--- src/rtl/arbiter8_rr.sv ---
`default_nettype none
// ============================================================================
//  Module      : arbiter8_rr
//  Description : 8-way round-robin arbiter with a bounded hold time.
//                A requester keeps its grant until it signals done, drops
//                its request, or has held the grant for HOLD_MAX cycles.
//                Every release is followed by exactly one idle GAP cycle
//                before the next arbitration takes effect.
//
//  Ports
//    clk        in   1  clock, all state changes on the rising edge
//    rst_n      in   1  asynchronous active-low reset
//    req        in   8  request vector, req[7-i] is requester index i
//    done       in   1  current owner finished (looked at only in GRANT)
//    gnt        out  8  registered one-hot grant, same mapping as req
//    gnt_valid  out  1  high exactly when gnt is non-zero
//    gnt_idx    out  3  encoded owner index, 0 when no grant
//    timeout    out  1  one-cycle pulse when the hold limit revoked a grant
//
//  Parameters
//    HOLD_MAX   maximum consecutive grant cycles, legal range 1..255
//
//  Revision    : 1.0  initial release
// ============================================================================
module arbiter8_rr #(
  parameter int HOLD_MAX = 8
) (
  input  logic       clk,
  input  logic       rst_n,
  input  logic [7:0] req,
  input  logic       done,
  output logic [7:0] gnt,
  output logic       gnt_valid,
  output logic [2:0] gnt_idx,
  output logic       timeout
);

  // Hold counter value on the last permitted grant cycle.
  localparam logic [7:0] C_HOLD_LAST = 8'(HOLD_MAX - 1);

  typedef enum logic [1:0] {
    ST_IDLE  = 2'd0,
    ST_GRANT = 2'd1,
    ST_GAP   = 2'd2
  } state_t;

  state_t     r_state;
  state_t     w_state_nxt;
  logic [2:0] r_ptr;
  logic [2:0] w_ptr_nxt;
  logic [7:0] r_hold;
  logic [7:0] w_hold_nxt;
  logic [7:0] r_gnt;
  logic [7:0] w_gnt_nxt;
  logic [2:0] r_idx;
  logic [2:0] w_idx_nxt;
  logic       r_timeout;
  logic       w_timeout_nxt;

  // Requests re-ordered so that bit i belongs to requester index i.
  logic [7:0] w_req_idx;
  logic       w_win_found;
  logic [2:0] w_win_idx;
  logic [7:0] w_win_onehot;
  logic       w_owner_req;
  logic       w_hold_last;
  logic       w_release;

  genvar gi;
  generate
    for (gi = 0; gi < 8; gi++) begin : g_req_map
      assign w_req_idx[gi] = req[7-gi];
    end
  endgenerate

  // 3-bit wrap-around offset from the pointer.
  function automatic logic [2:0] f_wrap(input logic [2:0] base, input int k);
    return base + 3'(k);
  endfunction

  // Search starts just after the last winner, so the previous owner is
  // always the last candidate considered (offset 8 wraps to ptr itself).
  always_comb begin
    w_win_found = 1'b0;
    w_win_idx   = 3'd0;
    for (int k = 1; k <= 8; k++) begin
      if (!w_win_found && w_req_idx[f_wrap(r_ptr, k)]) begin
        w_win_found = 1'b1;
        w_win_idx   = f_wrap(r_ptr, k);
      end
    end
  end

  // Index 0 maps to bit 7, hence the right shift from the MSB.
  assign w_win_onehot = 8'h80 >> w_win_idx;

  // In GRANT the pointer always equals the current owner index.
  assign w_owner_req = w_req_idx[r_ptr];
  assign w_hold_last = (r_hold == C_HOLD_LAST);
  assign w_release   = done || !w_owner_req || w_hold_last;

  // --------------------------------------------------------------------------
  // State register
  // --------------------------------------------------------------------------
  always_ff @(posedge clk or negedge rst_n) begin
    if (!rst_n) begin
      r_state   <= ST_IDLE;
      r_ptr     <= 3'b111;
      r_hold    <= 8'd0;
      r_gnt     <= 8'h00;
      r_idx     <= 3'd0;
      r_timeout <= 1'b0;
    end else begin
      r_state   <= w_state_nxt;
      r_ptr     <= w_ptr_nxt;
      r_hold    <= w_hold_nxt;
      r_gnt     <= w_gnt_nxt;
      r_idx     <= w_idx_nxt;
      r_timeout <= w_timeout_nxt;
    end
  end

  // --------------------------------------------------------------------------
  // Next-state and registered-output logic
  // --------------------------------------------------------------------------
  always_comb begin
    w_state_nxt   = r_state;
    w_ptr_nxt     = r_ptr;
    w_hold_nxt    = r_hold;
    w_gnt_nxt     = r_gnt;
    w_idx_nxt     = r_idx;
    w_timeout_nxt = 1'b0;

    case (r_state)
      ST_IDLE, ST_GAP: begin
        // done is deliberately not looked at here.
        w_gnt_nxt  = 8'h00;
        w_idx_nxt  = 3'd0;
        w_hold_nxt = 8'd0;
        if (w_win_found) begin
          w_state_nxt = ST_GRANT;
          w_gnt_nxt   = w_win_onehot;
          w_idx_nxt   = w_win_idx;
          w_ptr_nxt   = w_win_idx;
        end else begin
          w_state_nxt = ST_IDLE;
        end
      end

      ST_GRANT: begin
        if (w_release) begin
          // All release causes merge into one GAP; timeout only flags a
          // revocation the owner did not ask for itself.
          w_state_nxt   = ST_GAP;
          w_gnt_nxt     = 8'h00;
          w_idx_nxt     = 3'd0;
          w_hold_nxt    = 8'd0;
          w_timeout_nxt = w_hold_last && !done && w_owner_req;
        end else begin
          w_hold_nxt = r_hold + 8'd1;
        end
      end

      default: begin
        w_state_nxt = ST_IDLE;
        w_gnt_nxt   = 8'h00;
        w_idx_nxt   = 3'd0;
        w_hold_nxt  = 8'd0;
      end
    endcase
  end

  assign gnt       = r_gnt;
  assign gnt_valid = |r_gnt;
  assign gnt_idx   = r_idx;
  assign timeout   = r_timeout;

endmodule
`default_nettype wire
--- config.mk ---
export PLATFORM = sky130hd
export DESIGN_NAME = arbiter8_rr
export DESIGN_NICKNAME = d
export VERILOG_FILES = /design/src/rtl/arbiter8_rr.sv
export SDC_FILE = /design/constraint.sdc
export NUM_CORES = 1
export LEC_CHECK = 0
export BUFFER_PORTS_ARGS = -buffer_cell sky130_fd_sc_hd__buf_4
export CORE_ASPECT_RATIO = 1.1
export CORE_MARGIN = 2
export CORE_UTILIZATION = 62
export DETAILED_ROUTE_END_ITERATION = 8
export GPL_TIMING_DRIVEN = 0
export PLACE_DENSITY = 0.91
export SETUP_SLACK_MARGIN = 0.1
export SYNTH_ARGS = -nofsm -noshare
export SYNTH_HDL_FRONTEND = slang
export SYNTH_SLANG_ARGS = --single-unit
--- constraint.sdc ---
create_clock -name clk -period 5.3 [get_ports clk]
set_input_delay 0.265 -clock clk [delete_from_list [all_inputs] [get_ports clk]]
set_output_delay 0.265 -clock clk [all_outputs]
set_load 0.05 [all_outputs]
==> load_flow_metrics.sql <==
INSERT INTO impl_metrics (metric_group, metric, value, unit) VALUES
('floorplanning', 'core_area', '3020', 'sq um'),
('logic_synthesis', 'ys_types', '55', ''),
('detailed_routing', 'vias', '1717', ''),
('worst_setup_path', 'cp.arrival', '4.12', 'ns'),
('clock_tree', 'cts-htree-levels', '1', ''),
('logic_synthesis', 'netlist_area', '1940', 'sq um'),
('worst_setup_path', 'cp_max_fo', '10', ''),
('sta', 'fin_worst_hold_slack', '0.296', 'ns'),
('logic_synthesis', 'synthSimpleGateAreaFrac', '16.9', '%'),
('floorplanning', 'dieArea', '3590', 'sq um'),
('detailed_routing', 'post_route_wl', '4850', 'microns'),
('global_routing', 'global_route.peak_usage_layer', 'met2', ''),
('global_routing', 'grt_start_max_net_pins', '26', ''),
('clock_tree', 'tritoncts', 'done', ''),
('global_routing', 'grt_first_pass_wirelength', '8040', 'microns'),
('logic_synthesis', 'seq_area_frac_synth', '32.5', '%'),
('cells_and_area', 'final_util', '72.4', '%'),
('sta', 'totalNegativeSetupSlack', '0', 'ns'),
('logic_synthesis', 'yosys.cell_count.top_type', 'dfrtp_1', ''),
('sta', 'setup-violations-final', '0', ''),
('place', 'gp_routability_congestion', '0.880', ''),
('place', 'placement.io_buffers', '23', ''),
('logic_synthesis', 'synth_edf_count', '0', ''),
('worst_setup_path', 'critical_path.reg2reg.startpoint', 'r_ptr[1]$_DFFE_PN1P_', ''),
('clock_tree', 'tritoncts.num_buffers', '3', ''),
('worst_setup_path', 'crit_path_cell_trace', 'buf_6 -> buf_2 -> inv_1 -> ha_1 -> mux4_1 -> mux2i_4 -> nand2_1 -> nor3_2 -> a31oi_1 -> and2_4 -> a32o_1', ''),
('sta', 'finClkSkew', '0.00132', 'ns'),
('sta', 'max_slew_margin', '55.2', '%'),
('detailed_routing', 'drt_pass1_iterations', '4', ''),
('worst_setup_path', 'critical_path.slowest_cell', 'mux4_1', ''),
('logic_synthesis', 'synth-compound-area-share', '19.5', '%'),
('clock_tree', 'clk-insertion-delay-late', '0.31', 'ns'),
('sta', 'maxSlewViolCount', '0', ''),
('place', 'pre_cts_ws', '1.44', 'ns'),
('cells_and_area', 'nNetsFinal', '226', ''),
('floorplanning', 'io_pins', '24', ''),
('cells_and_area', 'n_antenna_cell', '0', ''),
('clock_tree', 'cts_setup_buffers', '0', ''),
('floorplanning', 'dieHeight', '62.6', 'microns'),
('detailed_routing', 'antenna_left', '0', ''),
('sta', 'number_of_hold_slack_violations_in_the_final_timing_report', '0', ''),
('global_routing', 'global_route_track_usage_on_met2', '50.1', '%'),
('logic_synthesis', 'ys.flop_type', 'dfrtp_1', ''),
('logic_synthesis', 'post_synth_xor_area_fraction', '4.52', '%'),
('floorplanning', 'die_extent_in_x', '57.3', 'microns'),
('logic_synthesis', 'synth.cells.most_frequent', '22 x dfrtp_1, 20 x nor2_1, 13 x nand2_1', ''),
('logic_synthesis', 'synthTopCellsByArea', 'dfrtp_1 28%, mux4_2 9.3%, a32o_1 5.7%', ''),
('job', 'maxCapViolCount', '0', ''),
('worst_setup_path', 'critical_path.max_stage_delay', '0.72', 'ns'),
('clock_tree', 'numClockSinks', '25', ''),
('floorplanning', 'initial_core_utilization', '64.1', '%'),
('worst_setup_path', 'cp-start-kind', 'flop', ''),
('detailed_routing', 'dr.first_iter.drc_count', '134', ''),
('sta', 'timing_worst_slew_pin_value', '0.669', 'ns'),
('status', 'status', 'completed', ''),
('detailed_routing', 'remaining_drc_errors', '0', ''),
('sta', 'finalCritPeriodShare', '74.0', '%'),
('logic_synthesis', 'syn-mean-instance-area', '10.6', 'sq um'),
('logic_synthesis', 'post_synth_mux_area_share', '21.1', '%'),
('logic_synthesis', 'synth.yosys.warnings', '0', ''),
('worst_setup_path', 'critPathLaunch', 'r_ptr[1]$_DFFE_PN1P_', ''),
('cells_and_area', 'drive_gt1_share', '27.5', '%'),
('logic_synthesis', 'postSynth.asyncResetShare', '100', '%'),
('clock_tree', 'clockRootBuffer', 'clkbuf_4', ''),
('global_routing', 'track_usage', '28.6', '%'),
('sta', 'grt_setup_unrepaired', 'no', ''),
('cells_and_area', 'syn2layout_area_growth', '13.1', '%'),
('logic_synthesis', 'combinational_family_with_the_most_area_after_synthesis', 'multiplexers', ''),
('worst_setup_path', 'cp.required', '5.50', 'ns'),
('logic_synthesis', 'ys_ff_latch', '25', ''),
('global_routing', 'use_met1', '35.1', '%');
[worst paths after layout]
path	endpoint	slack, ns	cells past startpoint
max	gnt[3]$_DFFE_PN0P_	1.38	11
min	timeout$_DFF_PN0_	0.30	3
min reg2reg	r_hold[0]$_DFF_PN0_	0.47	1
max reg2reg	gnt[3]$_DFFE_PN0P_	1.38	11
max in group asynchronous	r_ptr[2]$_DFFE_PN1P_	4.64	2
min in group asynchronous	gnt[2]$_DFFE_PN0P_	0.38	2
[routing by layer]
layer  part of all wire [%]  vias up
met1                     38      847
li1                       -      770
met2                     53       78
met4                    3.9        0
met5                      0        -
met3                    5.0       22
[state kept, by name, summed over array words and instances, names as in the netlist]
signal   count
r_ptr        3
r_hold       8
gnt_idx      3
gnt          8
r_state      2
timeout      1
[cell type report]
type	instances	area, sq um	area share (%)
sequential	25	629	28.8
clock buffer	3	22.5	1.03
tap	34	42.5	1.94
multi-input combinational	145	1240	56.5
timing repair buffer	24	183	8.35
inverter	4	15.0	0.686
buffer	9	55.1	2.52
clock inverter	1	5.00	0.229
[repair_timing]
action,CTS,global route
hold endpoints to repair,22,0
gates resized for setup,0,0
hold buffers,1,0
[cells by family after synthesis]
kind of cell / Yosys count
buffers and inverters: 13
xor gates and xnor gates: 10
muxes: 25
AOI/OAI and AO/OA: 43
and+or+nand+nor: 64
DFF: 25
adders and majority gates: 3
[per-stage QoR]
step / cells / instance area, sq um
global route: 245 / 2190
floorplan: 183 / 1940
global placement: 240 / 2150
finish: 245 / 2190
CTS: 245 / 2190
detailed placement: 240 / 2150
[placed cells by master, fill, tap and decap left out, types with 3 or more instances in the layout]
master	n
a21o_1	3
a21oi_1	3
a31oi_1	3
a32o_1	11
and3_1	3
buf_2	5
buf_4	23
clkbuf_4	3
dfrtp_1	22
dfstp_2	3
ha_1	3
inv_1	4
mux2_2	3
mux2i_1	9
mux4_2	8
nand2_1	13
nand2b_1	3
nand3_1	5
nor2_1	20
nor3_1	3
nor3b_1	3
o211ai_1	3
o21ai_0	3
xnor2_1	3
xor2_1	7
[critical path, delay by kind of cell (launching register included)]
kind,cells,cell delay (ns)
and+or+nand+nor,3,0.78
AOI/OAI and AO/OA,2,0.60
buffers and inverters,3,0.50
adders and majority gates,1,0.39
muxes,2,0.97
DFF,1,0.56
Power is not shown: default switching activity piles up to over one toggle a cycle in this logic, so the estimate is an artifact.
